[config.mk]
export PLATFORM = sky130hd
export DESIGN_NAME = seg_display_scan_flat
export DESIGN_NICKNAME = d
export VERILOG_FILES = /design/src/rtl/seg_display_scan_if.sv /design/src/rtl/seg_display_scan.sv /design/src/flat_wrapper.sv
export SDC_FILE = /design/constraint.sdc
export NUM_CORES = 1
export LEC_CHECK = 0
export CAP_MARGIN = 20
export CORE_AREA = 2 2 110 112
export CTS_CLUSTER_SIZE = 16
export DETAILED_ROUTE_END_ITERATION = 10
export DIE_AREA = 0 0 112 114
export GPL_TIMING_DRIVEN = 0
export PLACE_DENSITY_LB_ADDON = 0.12
export SYNTH_ARGS = -nofsm -noshare
export SYNTH_HDL_FRONTEND = slang
export SYNTH_SLANG_ARGS = --single-unit
[constraint.sdc]
create_clock -name clk -period 4.55 [get_ports clk]
set_input_delay 0.91 -clock clk [delete_from_list [all_inputs] [get_ports clk]]
set_output_delay 0.91 -clock clk [all_outputs]
set_load 0.005 [all_outputs]
[src/rtl/seg_display_scan_if.sv]
// Bus bundle between the calculator core and the seven-segment scanner:
// load/value request, busy status and the multiplexed display outputs.
interface seg_display_scan_if;
    logic [7:0] value;
    logic       load;
    logic       busy;
    logic [6:0] seg;
    logic [3:0] an;

    modport master (
        output value,
        output load,
        input  busy,
        input  seg,
        input  an
    );

    modport slave (
        input  value,
        input  load,
        output busy,
        output seg,
        output an
    );
endinterface

[src/rtl/seg_display_scan.sv]
// 4-digit multiplexed seven-segment driver with a sequential double-dabble
// binary-to-BCD converter. Optional macro DISP_SIGNED_EN: two's complement input with minus sign.
module seg_display_scan #(
    parameter int unsigned REFRESH_DIV    = 100000,
    parameter bit          SEG_ACTIVE_LOW = 1'b1
) (
    input  logic             clk,
    input  logic             rst_n,
    seg_display_scan_if.slave bus
);

    localparam int unsigned CW = $clog2(REFRESH_DIV);

    localparam logic [1:0] IDLE  = 2'd0;
    localparam logic [1:0] SHIFT = 2'd1;
    localparam logic [1:0] DONE  = 2'd2;

    localparam logic [6:0] GLYPH_MINUS = 7'h40;
    localparam logic [6:0] GLYPH_BLANK = 7'h00;

    logic [1:0]    state_q, state_d;
    logic [7:0]    shift_q, shift_d;
    logic [11:0]   bcd_q, bcd_d;
    logic [2:0]    cnt_q, cnt_d;
    logic          sign_q, sign_d;
    logic [3:0]    disp_h_q, disp_h_d;
    logic [3:0]    disp_t_q, disp_t_d;
    logic [3:0]    disp_o_q, disp_o_d;
    logic          disp_sign_q, disp_sign_d;
    logic [CW-1:0] ref_q, ref_d;
    logic [1:0]    idx_q, idx_d;
    logic [3:0]    an_q, an_d;
    logic [6:0]    seg_q, seg_d;

    logic [11:0]   adj;
    logic [6:0]    glyph;
    logic          terminal;

    function automatic logic [6:0] glyph_of(input logic [3:0] n);
        logic [6:0] g;
        case (n)
            4'd0:    g = 7'h3F;
            4'd1:    g = 7'h06;
            4'd2:    g = 7'h5B;
            4'd3:    g = 7'h4F;
            4'd4:    g = 7'h66;
            4'd5:    g = 7'h6D;
            4'd6:    g = 7'h7D;
            4'd7:    g = 7'h07;
            4'd8:    g = 7'h7F;
            4'd9:    g = 7'h6F;
            default: g = GLYPH_BLANK;
        endcase
        return g;
    endfunction

    // Conversion FSM; display registers only change in DONE so no partial BCD is shown
    always_comb begin
        state_d     = state_q;
        shift_d     = shift_q;
        bcd_d       = bcd_q;
        cnt_d       = cnt_q;
        sign_d      = sign_q;
        disp_h_d    = disp_h_q;
        disp_t_d    = disp_t_q;
        disp_o_d    = disp_o_q;
        disp_sign_d = disp_sign_q;
        adj         = bcd_q;

        for (int unsigned i = 0; i < 3; i++) begin
            if (bcd_q[4*i +: 4] >= 4'd5) begin
                adj[4*i +: 4] = bcd_q[4*i +: 4] + 4'd3;
            end
        end

        case (state_q)
            IDLE: begin
                if (bus.load) begin
`ifdef DISP_SIGNED_EN
                    sign_d  = bus.value[7];
                    shift_d = bus.value[7] ? (~bus.value + 8'd1) : bus.value;
`else
                    sign_d  = 1'b0;
                    shift_d = bus.value;
`endif
                    bcd_d   = '0;
                    cnt_d   = '0;
                    state_d = SHIFT;
                end
            end
            SHIFT: begin
                {bcd_d, shift_d} = {adj[10:0], shift_q, 1'b0};
                cnt_d            = cnt_q + 3'd1;
                if (cnt_q == 3'd7) begin
                    state_d = DONE;
                end
            end
            DONE: begin
                disp_h_d    = bcd_q[11:8];
                disp_t_d    = bcd_q[7:4];
                disp_o_d    = bcd_q[3:0];
                disp_sign_d = sign_q;
                state_d     = IDLE;
            end
            default: state_d = IDLE;
        endcase
    end

    // Scan path; glyph is decoded from next-state display regs so a commit shows on its own edge
    always_comb begin
        terminal = (ref_q == CW'(REFRESH_DIV - 1));
        ref_d    = terminal ? '0 : ref_q + CW'(1);
        idx_d    = terminal ? idx_q + 2'd1 : idx_q;
        an_d     = ~(4'b0001 << idx_q);
        glyph    = GLYPH_BLANK;

        case (idx_q)
            2'd0: glyph = glyph_of(disp_o_d);
            2'd1: begin
                if (disp_h_d != 4'd0 || disp_t_d != 4'd0) begin
                    glyph = glyph_of(disp_t_d);
                end
            end
            2'd2: begin
                if (disp_h_d != 4'd0) begin
                    glyph = glyph_of(disp_h_d);
                end
            end
            default: begin
                if (disp_sign_d) begin
                    glyph = GLYPH_MINUS;
                end
            end
        endcase

        seg_d = SEG_ACTIVE_LOW ? ~glyph : glyph;
    end

    always_ff @(posedge clk or negedge rst_n) begin
        if (!rst_n) begin
            state_q     <= IDLE;
            shift_q     <= '0;
            bcd_q       <= '0;
            cnt_q       <= '0;
            sign_q      <= 1'b0;
            disp_h_q    <= '0;
            disp_t_q    <= '0;
            disp_o_q    <= '0;
            disp_sign_q <= 1'b0;
            ref_q       <= '0;
            idx_q       <= '0;
            an_q        <= 4'b1110;
            seg_q       <= SEG_ACTIVE_LOW ? 7'h40 : 7'h3F;
        end else begin
            state_q     <= state_d;
            shift_q     <= shift_d;
            bcd_q       <= bcd_d;
            cnt_q       <= cnt_d;
            sign_q      <= sign_d;
            disp_h_q    <= disp_h_d;
            disp_t_q    <= disp_t_d;
            disp_o_q    <= disp_o_d;
            disp_sign_q <= disp_sign_d;
            ref_q       <= ref_d;
            idx_q       <= idx_d;
            an_q        <= an_d;
            seg_q       <= seg_d;
        end
    end

    assign bus.busy = (state_q != IDLE);
    assign bus.an   = an_q;
    assign bus.seg  = seg_q;

endmodule

[src/flat_wrapper.sv]
// flat-port wrapper written by rule: the top's interface ports become plain ports
module seg_display_scan_flat 
#(
    parameter int unsigned REFRESH_DIV    = 100000,
    parameter bit          SEG_ACTIVE_LOW = 1'b1
)
  (clk, rst_n, bus_value, bus_load, bus_busy, bus_seg, bus_an);
  seg_display_scan_if bus_i ();
  input  logic clk;
  input  logic rst_n;
  input wire logic [$bits(bus_i.value)-1:0] bus_value;
  input wire logic [$bits(bus_i.load)-1:0] bus_load;
  output wire logic [$bits(bus_i.busy)-1:0] bus_busy;
  output wire logic [$bits(bus_i.seg)-1:0] bus_seg;
  output wire logic [$bits(bus_i.an)-1:0] bus_an;
  assign bus_i.value = bus_value;
  assign bus_i.load = bus_load;
  assign bus_busy = bus_i.busy;
  assign bus_seg = bus_i.seg;
  assign bus_an = bus_i.an;
  seg_display_scan #(.REFRESH_DIV(REFRESH_DIV), .SEG_ACTIVE_LOW(SEG_ACTIVE_LOW)) u_core (.clk(clk), .rst_n(rst_n), .bus(bus_i));
endmodule
# ---- Yosys cells after proc, flatten, opt, wreduce, memory -nomap -nowiden
# Memory sizes are Yosys's and may differ from the RTL's.
# Index checks and enable logic that the tools add are counted.
dict set report classes {
  bitwise_logic 2
  add_sub_neg 6
  eq_ne 8
  n_shift 1
  n_reduce_logical 9
  order_cmp 3
  n_mux 21
}
# cell count
set op_table {}
lappend op_table {{$pmux W12 S2} 1}
lappend op_table {{$mux W7} 3}
lappend op_table {{$pmux W7 S3} 1}
lappend op_table {{$mux W4} 5}
lappend op_table {{$add A17 B1 Y17 const B} 1}
lappend op_table {{$eq A17 B17 Y1 const B} 1}
lappend op_table {{$mux W17} 1}
lappend op_table {{$pmux W8 S2} 1}
lappend op_table {{$ge A4 B3 Y1 const B} 3}
lappend op_table {{$mux W12} 1}
lappend op_table {{$add A4 B2 Y4 const B} 2}
lappend op_table {{$mux W8} 1}
lappend op_table {{$reduce_bool A4 Y1} 2}
lappend op_table {{$not A7 Y7} 1}
lappend op_table {{$mux W3} 2}
lappend op_table {{$pmux W3 S2} 1}
lappend op_table {{$eq A2 B1 Y1 const B} 2}
lappend op_table {{$eq A2 B2 Y1 const B} 2}
lappend op_table {{$logic_not A2 Y1} 2}
lappend op_table {{$mux W2} 2}
lappend op_table {{$not A4 Y4} 1}
lappend op_table {{$pmux W2 S2} 1}
lappend op_table {{$reduce_and A2 Y1} 2}
lappend op_table {{$reduce_bool A2 Y1} 2}
lappend op_table {{9 further kinds} 9}
dict set report totals {
  reg_bits 68
  in_bits 11
  memories 3
  word_cells 65
  mem_bits_ro 336
}
# name depth width read_ports rd_clocked_by_memory_dff write_ports line_no
set mem_list {}
lappend mem_list {{(no name shown)} 16 7 1 0 0 seg_display_scan.sv:41} ;# case (n)
lappend mem_list {{(no name shown)} 16 7 1 0 0 seg_display_scan.sv:41}
lappend mem_list {{(no name shown)} 16 7 1 0 0 seg_display_scan.sv:41}

# ---- Depth between registers and ports, before layout
# Gate-level depths: netlist (run 1).
dict set report logic_depth {
  ltp_word 7
  depth_mapped 12
  mapped_depth_nobuf 9
}

# ---- Least setup slack after synthesis (run 1)
# Ideal clock, no wire load.
dict set report synth_path {
  kind {register -> register}
  startpoint {reg u_core.state_q[0]}
  endpoint {reg u_core.seg_q[0] (netlist: u_core.bus.seg[0])}
  stages_incl_launch_ff 13
  setup_slack_ps 2050
  arrival_ps 2380
  required_time_ps 4430
  path_buffers 3
  setup_time_ps 120
  cell_sequence {dfrtp_1 > buf_2 > nand2b_1 > buf_6 > buf_2 > nand2_1 > a21boi_0 > inv_1 > ha_1 > or2_2 > mux2i_1 > a31oi_1 > a31o_1}
}
dict set report synth_between {
  elab_chain_len 7
}
# element line_no
set synth_rtl {}
lappend synth_rtl {{from (decl)} seg_display_scan.sv:21} ;# logic [1:0] state_q, state_d;
lappend synth_rtl {{from (signal assigned)} seg_display_scan.sv:155} ;# state_q <= state_d;
lappend synth_rtl {{$eq A2 B2 Y1 *} seg_display_scan.sv:76} ;# case (state_q)
lappend synth_rtl {{$mux W4 *} seg_display_scan.sv:76}
lappend synth_rtl {{net u_core.disp_h_d[0]} seg_display_scan.sv:26} ;# logic [3:0] disp_h_q, disp_h_d;
lappend synth_rtl {{parallel branches: the longest is 3 deep, another holds $mem_v2 Z16 W7} -}
lappend synth_rtl {{$pmux W7 S3 *} seg_display_scan.sv:117} ;# case (idx_q)
lappend synth_rtl {{$not A7 Y7 *} seg_display_scan.sv:136} ;# seg_d = SEG_ACTIVE_LOW ? ~glyph : glyph;
lappend synth_rtl {{net u_core.seg_d[0]} seg_display_scan.sv:33} ;# logic [6:0] seg_q, seg_d;
lappend synth_rtl {{to (signal assigned)} seg_display_scan.sv:153} ;# seg_q <= SEG_ACTIVE_LOW ? 7'h40 : 7'h3F;
lappend synth_rtl {{to (signal assigned)} seg_display_scan.sv:167} ;# seg_q <= seg_d;
lappend synth_rtl {{to (decl)} seg_display_scan.sv:33}
# Mark *: on every way through the listed nets, which the timed path passes.
# A chain may end at the register's enable or synchronous reset.

# ---- Worst setup path in the final report (run 1)
dict set report layout_path {
  startpoint {reg u_core.state_q[0]}
  endpoint {out bus_busy}
}
dict set report layout_between {
  elab_chain_len 1
}
# element line_no
set layout_rtl {}
lappend layout_rtl {{$reduce_bool A2 Y1} seg_display_scan.sv:171} ;# assign bus.busy = (state_q != IDLE);
lappend layout_rtl {{to (decl)} flat_wrapper.sv:13} ;# output wire logic [$bits(bus_i.busy)-1:0] bus_busy;
# No other way between the ends.

==> results of run 1 <==
==> metal layers <==
metal	track usage	share of wire	vias up
met3	0.0276	0.023	12
met5	0	0	-
met4	0.0789	0.026	0
li1	-	-	1451
met1	0.202	0.51	1388
met2	0.221	0.44	41
==> Yosys cell counts (4+ instances only) <==
master,count
dfrtp_1,64
ha_1,29
nand2_1,29
inv_1,27
nor2_1,26
o21ai_0,26
a21oi_1,23
xor2_1,12
clkbuf_1,10
xnor2_1,9
a31oi_1,7
and3_1,7
nor3b_1,7
mux2i_1,6
a31o_1,5
and2_1,5
nand2b_1,5
nand3_1,5
nand4_1,5
nor3_1,5
o21ai_1,5
a211oi_1,4
buf_2,4
dfstp_2,4
inv_2,4
==> critical path: cells and delay by family (launching register included) <==
family / cells / cell delay [ns]
flip-flops: 1 / 0.33
buffers and inverters: 4 / 1.36
AND/OR/NAND/NOR: 1 / 0.19
==> power by group <==
part	total (mW)	switching, mW	internal (mW)
logic	1.05	0.583	0.464
registers	0.891	0.130	0.760
clock network	0.740	0.255	0.485
total	2.68	0.969	1.71
==> sequential cells by signal (all words and copies together) (netlist names) <==
signal and count:
u_core.shift_q 8, u_core.cnt_q 3, u_core.bcd_q 12, u_core.bus.an 4, u_core.disp_o_q 4, u_core.state_q 2
u_core.disp_sign_q 1, u_core.bus.seg 7, u_core.idx_q 2, u_core.disp_t_q 4, u_core.disp_h_q 4, u_core.ref_q 17
==> worst max path at each step <==
stage | cells after the start | startpoint | slack [ns] | end
6_report | 5 | u_core.state_q[0] | 1.43 | bus_busy
5_1_grt | 5 | u_core.state_q[0] | 1.31 | bus_busy
4_1_cts | 5 | u_core.state_q[0] | 1.41 | bus_busy
2_1_floorplan | 12 | u_core.state_q[0] | 2.05 | u_core.bus.seg[0]
3_5_place_dp | 12 | u_core.state_q[0] | 1.65 | u_core.bus.seg[0]
3_3_place_gp | 1 | rst_n | 0.13 | u_core.ref_q[1]
==> logic make-up (layout without fill, tap and decap cells) <==
kind of cell	after synthesis	in the layout	synth area share
adders and majority gates	29	29	0.0920
DFF	68	68	0.433
AOI/OAI and AO/OA	99	99	0.173
muxes	13	13	0.0454
xor gates and xnor gates	21	21	0.0466
buffers and inverters	48	86	0.0517
and+or+nand+nor	116	116	0.158
==> through the flow <==
step | util | power, mW
5_1_grt | 0.398 | 2.89
4_1_cts | 0.398 | 2.72
2_1_floorplan | - | 1.65
3_5_place_dp | 0.371 | 1.95
6_report | 0.398 | 2.68
3_3_place_gp | 0.371 | 1.94
==> final cells by class <==
class,count,area [sq um]
inverter,31,116
fill,1166,7050
sequential,68,1710
clock inverter,1,30.0
buffer,17,87.6
tap,147,184
clock buffer,15,288
multi-input combinational,278,2030
timing repair buffer,22,218
==> results by group, run 1 <==
CTS
  • Max clock buf depth: 2
  • Hold Buf Count CTS: 0
  • Inserted Clock Buffers: 9
  • Setup bufs post-CTS: 0
  • Post-cts sizing count: 0
  • CTS Sinks: 68
  • Clock Tree Root: clkbuf_16
  • Clk_lat worst skew: 0.33 ns
  • CTS tree: done
  • Clock Pin Slew Worst Setup and Hold Paths: 0.05 ns
  • H-tree levels: 3

Job
  • MaxCap Viol Count: 0

Die
  • Row count: 40
  • Width of the die: 112 microns
  • Core Region: 0.0117 sq mm
  • IO Count: 23
  • Initial Util: 0.337
  • Die Area: 0.0128 sq mm
  • Die Ht: 114 microns

Logic synthesis
  • Synth Register Bits: 68
  • Top-area cell type share of the netlist area: 0.406
  • Synth cell types: 63
  • EDFF count, synth: 0
  • Synth area leader: dfrtp_1
  • Async set or reset register ratio after synthesis: 1.00
  • Syn Nets: 434
  • Top cells by area, synth: dfrtp_1 (41%), ha_1 (9.2%), o21ai_0 (3.3%)
  • Synthesized cell area: 0.00394 sq mm
  • Avg Cell Area, Syn: 10.0 sq um
  • Post-synth top flop: dfrtp_1
  • Total of warnings raised by yosys: 0
  • Sequential fraction of the synthesis area: 0.433
  • Post-Syn Instances: 394

GRT
  • Vias in the first global route: 2879
  • GRT Overall Usage: 0.147
  • Pin count of the biggest net entering global routing: 69
  • Initial antenna violation count: 0
  • First-pass GRT wire length: 14800 microns
  • Total global routing overflow: 0

Min path
  • HP Class: reg2reg
  • HP Start: u_core.ref_q[0]
  • WHS Path Cells: 1
  • Min-Delay Endpoint: u_core.ref_q[0]

Placed design
  • Placed cell count: 563
  • Dpl cell area: 0.00435 sq mm
  • Post-DP HPWL: 6060 microns
  • Gpl congestion: 0.823
  • Setup WS pre-CTS: 1.65 ns
  • PortBufs: 22

Timing
  • Final worst slack: 1.43 ns
  • RSZ-0062 raised after global routing: false
  • Tightest hold margin: 0.454 ns
  • Least-Margin Pin Slew: 0.885 ns
  • Slew Viols, Final: 0
  • Final Hold Viols: 0
  • Setup TNS: 0 ns
  • Max frequency: 321 MHz
  • Final setup vio count: 0
  • Tcrit/Tclk final: 0.685
  • Max transition margin: 0.410
  • Min cycle time layout: 3.12 ns
  • Post-route clock skew: 0.00362 ns

Critical path
  • Startpoint class of the critical path: flop
  • R2r setup slk: 1.67 ns
  • Crit-path cells: buf_2 > buf_2 > clkbuf_1 > or2_2 > clkdlybuf4s50_1
  • Crit Reg-Reg Startpoint: u_core.state_q[0]
  • CP peak stage delay: 0.49 ns
  • Crit path DAT: 2.21 ns
  • Cells on worst reg2reg path: 12
  • CP max-delay cell: clkdlybuf4s50_1
  • Most used cell, CP: buf_2
  • CP endpoint kind: output port
  • Critical path class: reg2out
  • Critical path required time: 3.64 ns
  • CP Max Fanout: 10
  • Worst r2r dst: u_core.bus.seg[3]

Routing
  • # DRC: 0
  • DR pass1 iterations: 4
  • Iter 0 DRT Violations: 115
  • DRT Wirelength: 8560 microns
  • Vias/cell: 4.99
  • Via count: 2892
  • Post-route ant nets: 0
  • Drt wl/cell: 14.8 microns

Pwr
  • Max VDD drop: 0.204 mV
  • Leak: 2.07 nW
  • Pwr dens: 574 mW/mm^2

Cells and area
  • Final Cell Area: 0.00466 sq mm
  • Area growth syn-to-layout: 18.2%
  • Most frequent cells in the layout: dfrtp_1 (64), nand2_1 (29), ha_1 (29)
  • Commonest non-fill, non-tap cell in the layout: dfrtp_1
  • Layout cells sized above 1: 0.111
  • NumNets Final: 467
  • # diodes: 0
  • Final Instance Count excl. Fillers: 579

Run status
  • Outcome: completed
Note: power is estimated with default switching activity, not from simulation.
==> run 2: changes to the inputs <==
- clock period: 4.55 -> 2.76 ns (I/O delays scaled with it)
==> results by group, run 2 (same netlist as run 1, synthesis figures left out) <==
Run status
  • Outcome: completed

Die
  • Width of the die: 112 microns
  • Die Ht: 114 microns
  • IO Count: 23
  • Core Region: 0.0117 sq mm
  • Die Area: 0.0128 sq mm
  • Initial Util: 0.337
  • Row count: 40

Critical path
  • CP endpoint kind: output port
  • Startpoint class of the critical path: flop
  • Critical path class: reg2out
  • CP Max Fanout: 10
  • Crit path DAT: 1.99 ns
  • Cells on worst reg2reg path: 11
  • Critical path required time: 2.21 ns

Timing
  • Max transition margin: 0.412
  • Least-Margin Pin Slew: 0.883 ns
  • Max frequency: 394 MHz
  • Final worst slack: 0.222 ns
  • Slew Viols, Final: 0
  • Post-route clock skew: 0.00455 ns
  • Min cycle time layout: 2.54 ns
  • Final Hold Viols: 0
  • Setup TNS: 0 ns
  • Final setup vio count: 0
  • RSZ-0062 raised after global routing: false
  • Tcrit/Tclk final: 0.919

Cells and area
  • Filler Cell Count: 1166
  • Area of the multi-input gates: 0.00204 sq mm
  • Commonest non-fill, non-tap cell in the layout: dfrtp_1
  • Max reg flops: 17
  • Layout cells sized above 1: 0.114
  • Most flops, register: u_core.ref_q
  • # diodes: 0
  • Biggest regs: u_core.ref_q x17, u_core.bcd_q x12, u_core.shift_q x8
  • Most frequent cells in the layout: dfrtp_1 (64), nand2_1 (29), ha_1 (29)
  • NumNets Final: 464
  • FF/Latch Area: 0.00171 sq mm
  • Area growth syn-to-layout: 18.2%

CTS
  • Clk_lat worst skew: 0.33 ns
  • H-tree levels: 3
  • Inserted Clock Buffers: 9
  • CTS Sinks: 68
  • Max clock buf depth: 2
  • Clock Pin Slew Worst Setup and Hold Paths: 0.05 ns
  • Setup bufs post-CTS: 0
  • CTS tree: done
  • Clock Tree Root: clkbuf_16

GRT
  • GRT Overall Usage: 0.146
  • First-pass GRT wire length: 14600 microns
  • Total global routing overflow: 0
  • Initial antenna violation count: 0
  • Pin count of the biggest net entering global routing: 69
  • Vias in the first global route: 2858

Placed design
  • Gpl congestion: 0.823
  • Post-DP HPWL: 6060 microns
  • Setup WS pre-CTS: -0.136 ns
  • PortBufs: 22

Routing
  • Post-route ant nets: 0
  • Iter 0 DRT Violations: 108
  • # DRC: 0
  • Vias/cell: 5.00
  • Via count: 2882
  • DRT Wirelength: 8370 microns
  • Drt wl/cell: 14.5 microns
  • DR pass1 iterations: 4

Pwr
  • Max VDD drop: 0.335 mV
  • Leak: 2.08 nW
  • Pwr dens: 947 mW/mm^2

Job
  • MaxCap Viol Count: 0

Min path
  • HP Class: in2async
==> run 2: cell count changes in the layout (fill, tap and decap cells not counted) <==
cell / previous run / this run
a21boi_4: 1 / 2
buf_2: 4 / 3
clkbuf_1: 12 / 9
clkbuf_2: 0 / 1
a21boi_0: 3 / 0
a21boi_1: 0 / 2
==> run 2: what timing repair did <==
action                     CTS  global route
hold endpoints to repair     0             0
hold buffers                 0             0
resized for setup            2             5
setup endpoints to repair    4             7
==> run 2: cell type report <==
cell class | instances | share of cell area
tap | 147 | 0.0394
clock inverter | 1 | 0.00644
sequential | 68 | 0.366
clock buffer | 15 | 0.0617
timing repair buffer | 22 | 0.0467
buffer | 14 | 0.0164
multi-input combinational | 278 | 0.438
inverter | 31 | 0.0250
==> run 2: worst paths after layout <==
kind / from / end / slack [ns]
worst max register to register: u_core.state_q[0] / u_core.bus.seg[0] / 0.33
worst min register to register: u_core.ref_q[0] / u_core.ref_q[0] / 0.45
min in group clk: u_core.ref_q[0] / u_core.ref_q[0] / 0.45
max in group asynchronous: rst_n / u_core.ref_q[10] / 1.84
worst max-delay path: u_core.state_q[1] / bus_busy / 0.22
worst min-delay path: rst_n / u_core.disp_h_q[3] / 0.31
==> run 2: stage by stage <==
| step | power [mW] | area [sq um] | hold slack (ns) | std cells | utilization |
|---|---|---|---|---|---|
| after floorplan | 2.71 | 3940 | 0.256 | 394 | - |
| after global placement | 3.19 | 4350 | 0.437 | 563 | 0.371 |
| after detailed placement | 3.21 | 4350 | 0.447 | 563 | 0.371 |
| after CTS | 4.47 | 4660 | 0.388 | 577 | 0.398 |
| after global routing | 4.77 | 4660 | 0.397 | 576 | 0.398 |
| final | 4.42 | 4660 | 0.310 | 576 | 0.398 |
==> run 2: worst max-delay path, stage by stage, from the launching register on <==
cell,delay [ns]
dfrtp_1,0.40
clkbuf_2,0.25
clkbuf_1,0.33
or2_2,0.18
clkdlybuf4s50_1,0.49
==> run 2: report_power, final <==
group,switching (mW),internal (mW),total (mW),leakage (nW)
registers,0.217,1.25,1.47,0.885
logic,0.954,0.771,1.72,1.04
clock network,0.421,0.799,1.22,0.156
==> run 2: routing by layer <==
metal,routed length [microns],track usage,vias to the layer above,part of all wire
met3,196,0.0276,12,0.023
met5,0,0,-,0
met1,4290,0.201,1384,0.51
li1,-,-,1448,-
met2,3660,0.217,38,0.44
met4,220,0.0789,0,0.026
==> run 3: changes to the inputs <==
- CELL_PAD_IN_SITES_DETAIL_PLACEMENT: default -> 1
- CELL_PAD_IN_SITES_GLOBAL_PLACEMENT: default -> 1
- clock period: 2.76 -> 2.8 ns (I/O delays scaled with it)
==> results by group, run 3 (same netlist as run 1, synthesis figures left out) <==
Cells and area
  • Area growth syn-to-layout: 19.2%
  • Post-Route Utilization: 0.401
  • Most flops, register: u_core.ref_q
  • Most frequent cells in the layout: dfrtp_1 (64), nand2_1 (29), ha_1 (29)
  • Max reg flops: 17
  • NumNets Final: 466
  • FF/Latch Area: 0.00171 sq mm
  • Layout cells sized above 1: 0.130
  • # diodes: 0
  • Commonest non-fill, non-tap cell in the layout: dfrtp_1
  • Filler Cell Count: 1331
  • Area of the multi-input gates: 0.00206 sq mm
  • Biggest regs: u_core.ref_q x17, u_core.bcd_q x12, u_core.shift_q x8

Die
  • Width of the die: 112 microns
  • Row count: 40
  • IO Count: 23
  • Die Area: 0.0128 sq mm
  • Initial Util: 0.337
  • Core Region: 0.0117 sq mm
  • Die Ht: 114 microns

Critical path
  • Startpoint class of the critical path: flop
  • Critical path buffers and inverters: 3
  • CP endpoint kind: output port
  • Crit path DAT: 2.05 ns
  • CP max-delay cell: clkdlybuf4s50_1
  • CP peak stage delay: 0.49 ns
  • Critical path required time: 2.24 ns
  • Crit-path cells: clkbuf_2 > clkbuf_1 > or2_2 > clkdlybuf4s50_1
  • Critical path class: reg2out
  • Top delay family on crit path: buffers and inverters
  • CP Max Fanout: 10

Placed design
  • Gpl congestion: 0.811
  • PortBufs: 22
  • Post-DP HPWL: 6950 microns

Routing
  • # DRC: 0
  • Iter 0 DRT Violations: 92
  • Via count: 2949
  • Vias/cell: 5.10
  • DR pass1 iterations: 4
  • DRT Wirelength: 9460 microns
  • Post-route ant nets: 0
  • Drt wl/cell: 16.4 microns

GRT
  • Initial antenna violation count: 0
  • Pin count of the biggest net entering global routing: 42
  • Vias in the first global route: 3129
  • First-pass GRT wire length: 16500 microns
  • Total global routing overflow: 0
  • GRT Overall Usage: 0.163

CTS
  • Clk_lat worst skew: 0.34 ns
  • Setup bufs post-CTS: 0
  • Inserted Clock Buffers: 9
  • H-tree levels: 3
  • CTS Sinks: 68
  • Max clock buf depth: 2
  • Clock Pin Slew Worst Setup and Hold Paths: 0.06 ns
  • CTS tree: done
  • Clock Tree Root: clkbuf_16

Timing
  • Slew Viols, Final: 0
  • Max frequency: 383 MHz
  • Least-Margin Pin Slew: 0.758 ns
  • Tightest hold margin: 0.144 ns
  • Min cycle time layout: 2.61 ns
  • RSZ-0062 raised after global routing: false
  • Final Hold Viols: 0
  • Max transition margin: 0.493
  • Tcrit/Tclk final: 0.933
  • Final setup vio count: 0
  • Post-route clock skew: 0.00723 ns

Min path
  • HP Class: in2async

Pwr
  • Sw frac: 0.375
  • Pwr dens: 936 mW/mm^2
  • P_int: 2.75 mW
  • Clock power frac: 0.271
  • Max VDD drop: 0.310 mV
  • Leak: 2.09 nW
  • Combinational share of power: 0.398
  • NetSw: 1.65 mW
  • Flop pwr share: 0.332

Job
  • MaxCap Viol Count: 0

Run status
  • Outcome: completed
## run 3: cell count changes in the layout (fill, tap and decap cells not counted), sizes merged
cell / before / now
clkinvlp: 0 / 2
clkinv: 0 / 1
inv: 31 / 32
buf: 7 / 9
clkbuf: 23 / 19
## run 3: repair_timing
| action | in CTS | in global routing |
|---|---|---|
| setup endpoints to repair | 5 | 7 |
| hold buffers | 0 | 0 |
| gates resized for setup | 4 | 5 |
| hold endpoints to repair | 0 | 0 |
| pin swaps | 0 | 0 |
## run 3: area by class of cell
| class | instances | area share |
|---|---|---|
| Multi-Input combinational cell | 278 | 0.437 |
| Sequential cell | 68 | 0.363 |
| Clock buffer | 11 | 0.0538 |
| Timing Repair Buffer | 23 | 0.0522 |
| Tap cell | 147 | 0.0391 |
| Inverter | 31 | 0.0248 |
| Buffer | 15 | 0.0173 |
| Clock inverter | 5 | 0.0125 |
## run 3: final timing paths
path                              startpoint                  to  slack, ns  cells past startpoint
min reg2reg                  u_core.ref_q[0]     u_core.ref_q[0]       0.45                      1
min                                    rst_n  u_core.disp_h_q[3]       0.14                      1
max reg2reg                u_core.state_q[0]   u_core.bus.seg[0]       0.19                     12
max in group asynchronous              rst_n     u_core.bcd_q[4]       2.12                      2
max                        u_core.state_q[1]            bus_busy       0.19                      4
min in group clk             u_core.ref_q[0]     u_core.ref_q[0]       0.45                      1
## run 3: through the flow
step	worst slack [ns]	cells	total power [mW]	cell area [sq um]	setup TNS (ns)
after global routing	0.00172	578	4.78	4700	0
after detailed placement	-0.131	564	3.22	4370	-0.268
final	0.188	578	4.40	4700	0
after global placement	-1.33	563	3.16	4350	-86.75
after floorplan	0.300	394	2.68	3940	0
after CTS	0.0468	578	4.45	4680	0
## run 3: routing by layer
metal  track usage  vias up  wire length, microns
li1              -     1450                     -
met1         0.216     1450                  4660
met2         0.259       34                  4330
met3        0.0324       15                   225
met4        0.0756        0                   244
met5             0        -                     0
## run 3: power groups by stage
stage	combinational [mW]	clock, mW	sequential (mW)
4_1_cts	1.76	1.23	1.45
3_5_place_dp	1.75	0	1.47
6_report	1.75	1.19	1.46
2_1_floorplan	1.27	0	1.41
5_1_grt	2.01	1.28	1.50
3_3_place_gp	1.71	0	1.46
